**src/rtl/uart_pkg.sv**
```systemverilog
// Shared definitions for the UART receive path: FSM states and frame geometry.
package uart_pkg;

  typedef enum logic [2:0] {
    IDLE,
    START,
    DATA,
    STOP,
    BREAK
  } rx_state_t;

  localparam int OVERSAMPLE     = 16;
  localparam int DATA_BITS      = 8;
  localparam int BYTES_PER_WORD = 4;

endpackage

```
**src/rtl/rx_tick_gen.sv**
```systemverilog
// Oversample tick generator: one-cycle tick every BAUD_DIV clocks while enabled,
// counter held at zero while disabled so the tick phase follows the enable edge.
module rx_tick_gen #(
  parameter int BAUD_DIV = 326
) (
  input  logic CLK,
  input  logic RST,
  input  logic en,
  output logic tick
);

  localparam int CW = (BAUD_DIV > 1) ? $clog2(BAUD_DIV) : 1;
  localparam logic [CW-1:0] CNT_LAST = CW'(BAUD_DIV - 1);

  logic [CW-1:0] cnt_reg;

  always_ff @(posedge CLK or posedge RST) begin
    if (RST) begin
      cnt_reg <= '0;
    end else if (!en || cnt_reg == CNT_LAST) begin
      cnt_reg <= '0;
    end else begin
      cnt_reg <= cnt_reg + 1'b1;
    end
  end

  assign tick = en && (cnt_reg == CNT_LAST);

endmodule

```
**src/rtl/sync_receiver_baud.sv**
```systemverilog
// 16x oversampling 8N1 receiver that packs four good bytes (LSB byte first)
// into one 32-bit word with a single-cycle valid strobe.
module sync_receiver_baud
  import uart_pkg::*;
#(
  parameter int BAUD_DIV     = 326,
  parameter int TIMEOUT_BITS = 20
) (
  input  logic        CLK,
  input  logic        RST,
  input  logic        IN_ser,
  output logic [31:0] Data_out,
  output logic        Data_valid,
  output logic        Frame_err,
  output logic        Busy
);

  localparam int TO_W = $clog2(TIMEOUT_BITS * OVERSAMPLE + 1);
  localparam logic [TO_W-1:0] TO_TERM = TO_W'(TIMEOUT_BITS * OVERSAMPLE);
  localparam logic [TO_W-1:0] TO_LAST = TO_W'(TIMEOUT_BITS * OVERSAMPLE - 1);
  localparam logic [3:0] OS_MID   = 4'(OVERSAMPLE / 2 - 1);
  localparam logic [3:0] OS_LAST  = 4'(OVERSAMPLE - 1);
  localparam logic [2:0] BIT_LAST = 3'(DATA_BITS - 1);
  localparam logic [1:0] IDX_LAST = 2'(BYTES_PER_WORD - 1);

  rx_state_t            state_reg;
  logic                 sync1_reg;
  logic                 rx_reg;
  logic [3:0]           os_cnt_reg;
  logic [2:0]           bit_cnt_reg;
  logic [DATA_BITS-1:0] shift_reg;
  logic [1:0]           byte_idx_reg;
  logic [7:0]           word_buf_reg [0:BYTES_PER_WORD-2];
  logic [TO_W-1:0]      to_cnt_reg;
  logic [31:0]          data_out_reg;
  logic                 data_valid_reg;
  logic                 frame_err_reg;
  logic                 busy_reg;

  logic bit_tick;
  logic idle_tick;
  logic bit_tick_en;
  logic idle_tick_en;

  always_ff @(posedge CLK or posedge RST) begin
    if (RST) begin
      sync1_reg <= 1'b1;
      rx_reg    <= 1'b1;
    end else begin
      sync1_reg <= IN_ser;
      rx_reg    <= sync1_reg;
    end
  end

  // Bit-timing ticks restart on every start detection; the idle tick times the
  // inter-byte gap only while a word is partially assembled.
  assign bit_tick_en  = (state_reg != IDLE);
  assign idle_tick_en = (state_reg == IDLE) && (byte_idx_reg != 2'd0);

  rx_tick_gen #(.BAUD_DIV(BAUD_DIV)) u_bit_tick (
    .CLK  (CLK),
    .RST  (RST),
    .en   (bit_tick_en),
    .tick (bit_tick)
  );

  rx_tick_gen #(.BAUD_DIV(BAUD_DIV)) u_idle_tick (
    .CLK  (CLK),
    .RST  (RST),
    .en   (idle_tick_en),
    .tick (idle_tick)
  );

  always_ff @(posedge CLK or posedge RST) begin
    if (RST) begin
      state_reg      <= IDLE;
      os_cnt_reg     <= '0;
      bit_cnt_reg    <= '0;
      shift_reg      <= '0;
      byte_idx_reg   <= '0;
      to_cnt_reg     <= '0;
      data_out_reg   <= '0;
      data_valid_reg <= 1'b0;
      frame_err_reg  <= 1'b0;
      busy_reg       <= 1'b0;
      for (int i = 0; i < BYTES_PER_WORD - 1; i++) begin
        word_buf_reg[i] <= '0;
      end
    end else begin
      data_valid_reg <= 1'b0;
      frame_err_reg  <= 1'b0;
      busy_reg       <= (state_reg != IDLE);
      case (state_reg)
        IDLE: begin
          if (!rx_reg) begin
            state_reg  <= START;
            os_cnt_reg <= '0;
            to_cnt_reg <= '0;
          end else if (idle_tick && to_cnt_reg != TO_TERM) begin
            to_cnt_reg <= to_cnt_reg + 1'b1;
            if (to_cnt_reg == TO_LAST) begin
              byte_idx_reg <= '0;
            end
          end
        end
        START: begin
          if (bit_tick) begin
            if (os_cnt_reg == OS_MID) begin
              if (rx_reg) begin
                state_reg <= IDLE;
              end else begin
                state_reg   <= DATA;
                os_cnt_reg  <= '0;
                bit_cnt_reg <= '0;
              end
            end else begin
              os_cnt_reg <= os_cnt_reg + 1'b1;
            end
          end
        end
        DATA: begin
          if (bit_tick) begin
            os_cnt_reg <= os_cnt_reg + 1'b1;
            if (os_cnt_reg == OS_LAST) begin
              shift_reg   <= {rx_reg, shift_reg[DATA_BITS-1:1]};
              bit_cnt_reg <= bit_cnt_reg + 1'b1;
              if (bit_cnt_reg == BIT_LAST) begin
                state_reg <= STOP;
              end
            end
          end
        end
        STOP: begin
          if (bit_tick) begin
            os_cnt_reg <= os_cnt_reg + 1'b1;
            if (os_cnt_reg == OS_LAST) begin
              if (rx_reg) begin
                for (int i = 0; i < BYTES_PER_WORD - 1; i++) begin
                  if (byte_idx_reg == 2'(i)) begin
                    word_buf_reg[i] <= shift_reg;
                  end
                end
                if (byte_idx_reg == IDX_LAST) begin
                  data_out_reg   <= {shift_reg, word_buf_reg[2], word_buf_reg[1], word_buf_reg[0]};
                  data_valid_reg <= 1'b1;
                  byte_idx_reg   <= '0;
                end else begin
                  byte_idx_reg <= byte_idx_reg + 1'b1;
                end
                state_reg <= IDLE;
              end else begin
                frame_err_reg <= 1'b1;
                byte_idx_reg  <= '0;
                state_reg     <= BREAK;
              end
            end
          end
        end
        BREAK: begin
          // A line held low must go high before a new start can be seen.
          if (rx_reg) begin
            state_reg <= IDLE;
          end
        end
        default: state_reg <= IDLE;
      endcase
    end
  end

  assign Data_out   = data_out_reg;
  assign Data_valid = data_valid_reg;
  assign Frame_err  = frame_err_reg;
  assign Busy       = busy_reg;

endmodule

```
**config.mk**
```make
export PLATFORM = sky130hd
export DESIGN_NAME = sync_receiver_baud
export DESIGN_NICKNAME = d
export VERILOG_FILES = /design/src/rtl/uart_pkg.sv /design/src/rtl/rx_tick_gen.sv /design/src/rtl/sync_receiver_baud.sv
export SDC_FILE = /design/constraint.sdc
export NUM_CORES = 1
export LEC_CHECK = 0
export ABC_CLOCK_PERIOD_IN_PS = 11550
export CORE_MARGIN = 1.5
export CORE_UTILIZATION = 55
export DETAILED_ROUTE_END_ITERATION = 10
export GPL_TIMING_DRIVEN = 0
export PLACE_DENSITY = 0.76
export SYNTH_ARGS = -nofsm -noshare
export SYNTH_HDL_FRONTEND = slang
export SYNTH_SLANG_ARGS = --single-unit
```
**constraint.sdc**
```tcl
create_clock -name CLK -period 11.55 [get_ports CLK]
set_input_delay 3.465 -clock CLK [delete_from_list [all_inputs] [get_ports CLK]]
set_output_delay 3.465 -clock CLK [all_outputs]
set_load 0.03 [all_outputs]
```
Yosys cells after proc, flatten, opt, wreduce, memory -nomap -nowiden. Cells that the tools add are included.

Add/sub/neg operators: 6. Equality and inequality tests: 29. Mux-type cells: 44. Reduce and logical (&&, ||, !) cells: 26.

Operators with widths (number): two-way mux 3 bit (15); two-way mux 9 bit (4); adder 9 x 1 -> 9 bit (second input constant) (3); == test 9 bit (second input constant) (3); != test 2 bit (second input constant) (11); AND reduction 5 bit (4); two-way mux 2 bit (8); two-way mux 4 bit (4); case mux 3 bit (5 select lines) (1); case mux 4 bit (3 select lines) (1); AND reduction 6 bit (2); two-way mux 1 bit (9); != test 9 bit (second input constant) (1); AND reduction 9 bit (1); != test 2 x 1 -> 1 bit (second input constant) (4); == test 3 x 2 -> 1 bit (second input constant) (2); == test 3 bit (second input constant) (2); case mux 3 bit (2 select lines) (1); AND reduction 3 bit (2); nonzero test 2 bit (3); nonzero test 3 bit (2); adder 4 x 1 -> 4 bit (second input constant) (1); == test 2 bit (second input constant) (2); == test 4 x 3 -> 1 bit (second input constant) (1); other kinds (13) (18).

Bits in registers: 108. Input bits: 3. Output and inout bits: 35. Logic and storage cells: 122.

Logic depth before layout (Yosys ltp).
Word-level depth: 7. Mapped depth: 8. Mapped depth without buffers: 7.

Cells and area by module. Synthesis repeated with hierarchy kept, for this count alone.

Cell total of the unflattened synthesis: 373. Area, all modules: 4887.2 µm².

Modules (own cells, without submodules): sync_receiver_baud (instances 1, cells each 281, area an instance 3938.8 µm², sequential area each 2254.7 µm²); rx_tick_gen (instances 2, cells each 46, area an instance 474.2 µm², sequential area each 225.2 µm²).

Worst setup path after synthesis. OpenSTA, ideal clock, no wires.

Path kind: reg2out. From: register data_out_reg[0], in the netlist Data_out[0]. To: output port Data_out[0]. Arrival time: 0.478 ns. Required time: 8.085 ns. Path slack: 7.607 ns. Cell stages (with the launch flop): 1. Path buffers: 0. Cells stage by stage: dfrtp_1.

RTL lines: start: declaration (line sync_receiver_baud.sv:35) `logic [31:0] data_out_reg;`; start signal: assignment (line sync_receiver_baud.sv:144) `data_out_reg <= {shift_reg, word_buf_reg[2], word_buf_reg[1], word_buf_reg[0]};`; end: declaration (line sync_receiver_baud.sv:12) `output logic [31:0] Data_out,`.

No word-level cell between the ends.

Worst setup path after layout.
From: register data_out_reg[26], in the netlist Data_out[26]. To: output port Data_out[26].

No word-level cell between the ends.

==> metrics <==
run status finished clean; final RePlAce weighted congestion 0.795; multi-input combinational cell area 0.00188 mm²; Crit path required time 8.09 ns; number of clock sinks seen by CTS 108; clock root buffer sky130_fd_sc_hd__clkbuf_8; critical path's slowest cell sky130_fd_sc_hd__clkdlybuf4s50_1; Max-cap violations 0; maximum number of pins on one net before global-route repair 57; cells taking the most area after synthesis sky130_fd_sc_hd__dfrtp_1 (57%), sky130_fd_sc_hd__mux2_2 (16%), sky130_fd_sc_hd__ha_1 (3.5%); total length of routed wires 8290 µm; count of pins on the block boundary 38; top flip-flop cell by instance count after synthesis sky130_fd_sc_hd__dfrtp_1; power density over the cells 116 mW/mm²; top sig layer met4; list of cells traversed by the critical path clkdlybuf4s50_1; reg-to-reg critical path startpoint u_bit_tick.cnt_reg[3]; compound-cell area share of the yosys netlist 0.0455; FF+latch count, synth 108; final hold violations 0; number of diodes 0; die footprint 0.00906 mm²; number of setup violations in the final report 0; hold buffers post-CTS 0; FF-to-FF setup slack 9.06 ns; number of unique standard cell types used by synthesis 43; Avg WL per Cell 15.5 µm; Core Box Area 0.00822 mm²; share of cell area taken by muxes after synthesis 0.168; die boundary height 95.2 µm; final worst setup slack 6.66 ns; routed wire length on met2 4040 µm; HPWL after detailed placement 5760 µm; netlist area before placement 0.00467 mm²; share of the cycle needed by the critical path after routing 0.423; post-placement cell area 0.00520 mm²; maximum vdd drop 0.0779 mV; number of detailed-route iterations in the first pass 6; final global-route overflow total 0; wire length of the first global-routing pass 14000 µm; clock input transition at the sequential cells of the worst setup and hold paths 0.10 ns; final critical delay including setup and external delays 4.89 ns; post-synth top area cell sky130_fd_sc_hd__dfrtp_1; number of global-route vias before repair 2955; most used standard cell by instance count after synthesis sky130_fd_sc_hd__dfrtp_1; DRC viols 0; Die Wd 95.2 µm; skew final 0.0123 ns; maximum fanout along the worst path 2; achievable clock frequency 205 MHz; buffering stage count on the worst path with inverters included 1; maximum number of buffers from clock root to sink 2; final design instance area without fill 0.00542 mm²; synthesized-area fraction occupied by and/or/nand/nor cells 0.121; worst hold path startpoint sync1_reg; clock tree from TritonCTS yes; Setup TNS Final 0 ns; hold crit path type reg2reg; final standard cell count with taps included and fillers excluded 533; endpoint of the lowest-slack register-to-register path Data_out[15]; Starting Density 0.569; critical path class reg2out; Seq/Total Area, Yosys 0.579; Total GRT Usage 0.200; actual slew at the worst max-slew pin 0.705 ns; clock latency on the worst-skew pair 0.37 ns; post-DR vias/cell 5.61; Critical Path Source Type register; instance count of the mapped netlist 374; dpl cells 517; Worst Setup Slack post-DPL 6.85 ns; count of input and output buffers 37; Post-synth EDFFs 0; Largest register FFs 32; combinational family with the most area after synthesis multiplexers; max-slew headroom at the worst pin 0.530; count of routing violations after the opening detailed-route iteration 74; synthesized-area fraction occupied by xor and xnor cells 0.0319; Synthesis Warnings 0; worst stage delay on the critical path 0.68 ns; number of buffers created by CTS 9; count of cells resized by post-cts repair 0; fraction of post-synthesis cell area in the top cell type by area 0.568; number of levels in the clock H-tree 3; area used by sequential logic in the layout 0.00271 mm²; count of vias placed by the detailed router 2992; number of fill cells 621; net count after synthesis 390; Post-synth top cells sky130_fd_sc_hd__dfrtp_1 (106), sky130_fd_sc_hd__mux2_2 (67), sky130_fd_sc_hd__nor2_1 (34); worst min-delay path endpoint rx_reg; Pins Over Slew Limit 0; initial antenna violation count 0; length in cells of the worst reg-to-reg path 6; number of placement rows 33; Hold Path Cell Cnt 0; post-route ant nets 0; crit path capture type primary output; post-synthesis async set-or-reset flop share 1.00; fraction of the mapped netlist area in adder cells 0.0348; post-CTS repair timing setup buffer count 0; WP data arrival 1.42 ns; met1 WL 3910 µm; nets@finish 439; unrepaired setup endpoints after global routing false; Area growth syn-to-layout 16.0%; share of cells above drive strength 1 0.222; cell family contributing the most delay on the critical path buffers and inverters; Post-Synthesis Mean Instance Area 12.5 µm²; detailed route wirelength on metal3 256 µm; Leak 2.55 nW
[cell usage in the layout (no fill, tap or decap), types with 3 or more instances in the layout]
| master | netlist | layout |
|---|---|---|
| sky130_fd_sc_hd__a21oi_1 | 7 | 7 |
| sky130_fd_sc_hd__and3_1 | 4 | 4 |
| sky130_fd_sc_hd__nand2b_1 | 6 | 6 |
| sky130_fd_sc_hd__nand3_1 | 15 | 15 |
| sky130_fd_sc_hd__nor4b_1 | 3 | 3 |
| sky130_fd_sc_hd__and2_1 | 3 | 3 |
| sky130_fd_sc_hd__mux2_2 | 67 | 67 |
| sky130_fd_sc_hd__buf_2 | 5 | 5 |
| sky130_fd_sc_hd__nand4_1 | 7 | 7 |
| sky130_fd_sc_hd__nor2_1 | 34 | 34 |
| sky130_fd_sc_hd__xor2_1 | 12 | 12 |
| sky130_fd_sc_hd__mux2i_1 | 3 | 3 |
| sky130_fd_sc_hd__o31ai_1 | 7 | 7 |
| sky130_fd_sc_hd__clkbuf_1 | 4 | 4 |
| sky130_fd_sc_hd__o21ai_0 | 5 | 5 |
| sky130_fd_sc_hd__clkdlybuf4s50_1 | 0 | 37 |
| sky130_fd_sc_hd__inv_1 | 14 | 13 |
| sky130_fd_sc_hd__dfrtp_1 | 106 | 106 |
| sky130_fd_sc_hd__nor2b_1 | 3 | 3 |
| sky130_fd_sc_hd__or4_1 | 5 | 5 |
| sky130_fd_sc_hd__ha_1 | 13 | 13 |
| sky130_fd_sc_hd__nor3_1 | 5 | 5 |
| sky130_fd_sc_hd__xnor2_1 | 5 | 5 |
| sky130_fd_sc_hd__clkbuf_8 | 0 | 9 |
| sky130_fd_sc_hd__nand2_1 | 18 | 18 |
[per-stage QoR]
stage / utilization / hold slack (ns) / total power, W
3_3_place_gp: 0.630 / 0.346 / 0.000395
4_1_cts: 0.660 / 0.363 / 0.000636
3_5_place_dp: 0.633 / 0.347 / 0.000397
5_1_grt: 0.660 / 0.367 / 0.000652
6_report: 0.660 / 0.362 / 0.000629
2_1_floorplan: - / 0.345 / 0.000392
[cell families (layout without fill, tap and decap cells)]
logic type	count (synthesis)	in the layout
AO/OA/AOI/OAI	32	32
XOR/XNOR	17	17
adder cells (fa/ha/maj)	13	13
buffers and inverters	23	77
flip-flops	108	108
multiplexers	70	70
AND/OR/NAND/NOR	111	111
[power breakdown]
group          switching (W)  internal, W   total, W
Sequential       0.000000165     0.000378   0.000379
Clock               0.000134     0.000105   0.000240
Combinational     0.00000814   0.00000188  0.0000100
Total               0.000143     0.000486   0.000629
[final cells by class]
cell class,count,area share
plain buffers,9,0.00739
clock buffers,9,0.0229
clock inverters,7,0.0169
inverters,14,0.0102
multi-input cells,243,0.346
flip-flops and latches,108,0.499
well taps,105,0.0242
repair buffers,38,0.0734
[worst max path at each step]
| stage | depth (start not counted) | start | to | slack (ns) |
|---|---|---|---|---|
| global placement | 2 | RST | word_buf_reg[22] | 3.75 |
| detailed placement | 3 | RST | Data_out[6] | 6.85 |
| finish | 1 | Data_out[26] | Data_out[26] | 6.66 |
| floorplan | 1 | RST | Busy | 5.24 |
| CTS | 1 | Data_out[14] | Data_out[14] | 6.64 |
| global route | 1 | Data_out[20] | Data_out[20] | 6.60 |
[routing by layer]
layer  vias to the layer above  GRT usage
li1                       1419          -
met1                      1515      0.265
met2                        53      0.333
met3                         5     0.0534
met4                         0     0.0410
met5                         -          0
Note: power is estimated with default switching activity, not from simulation.
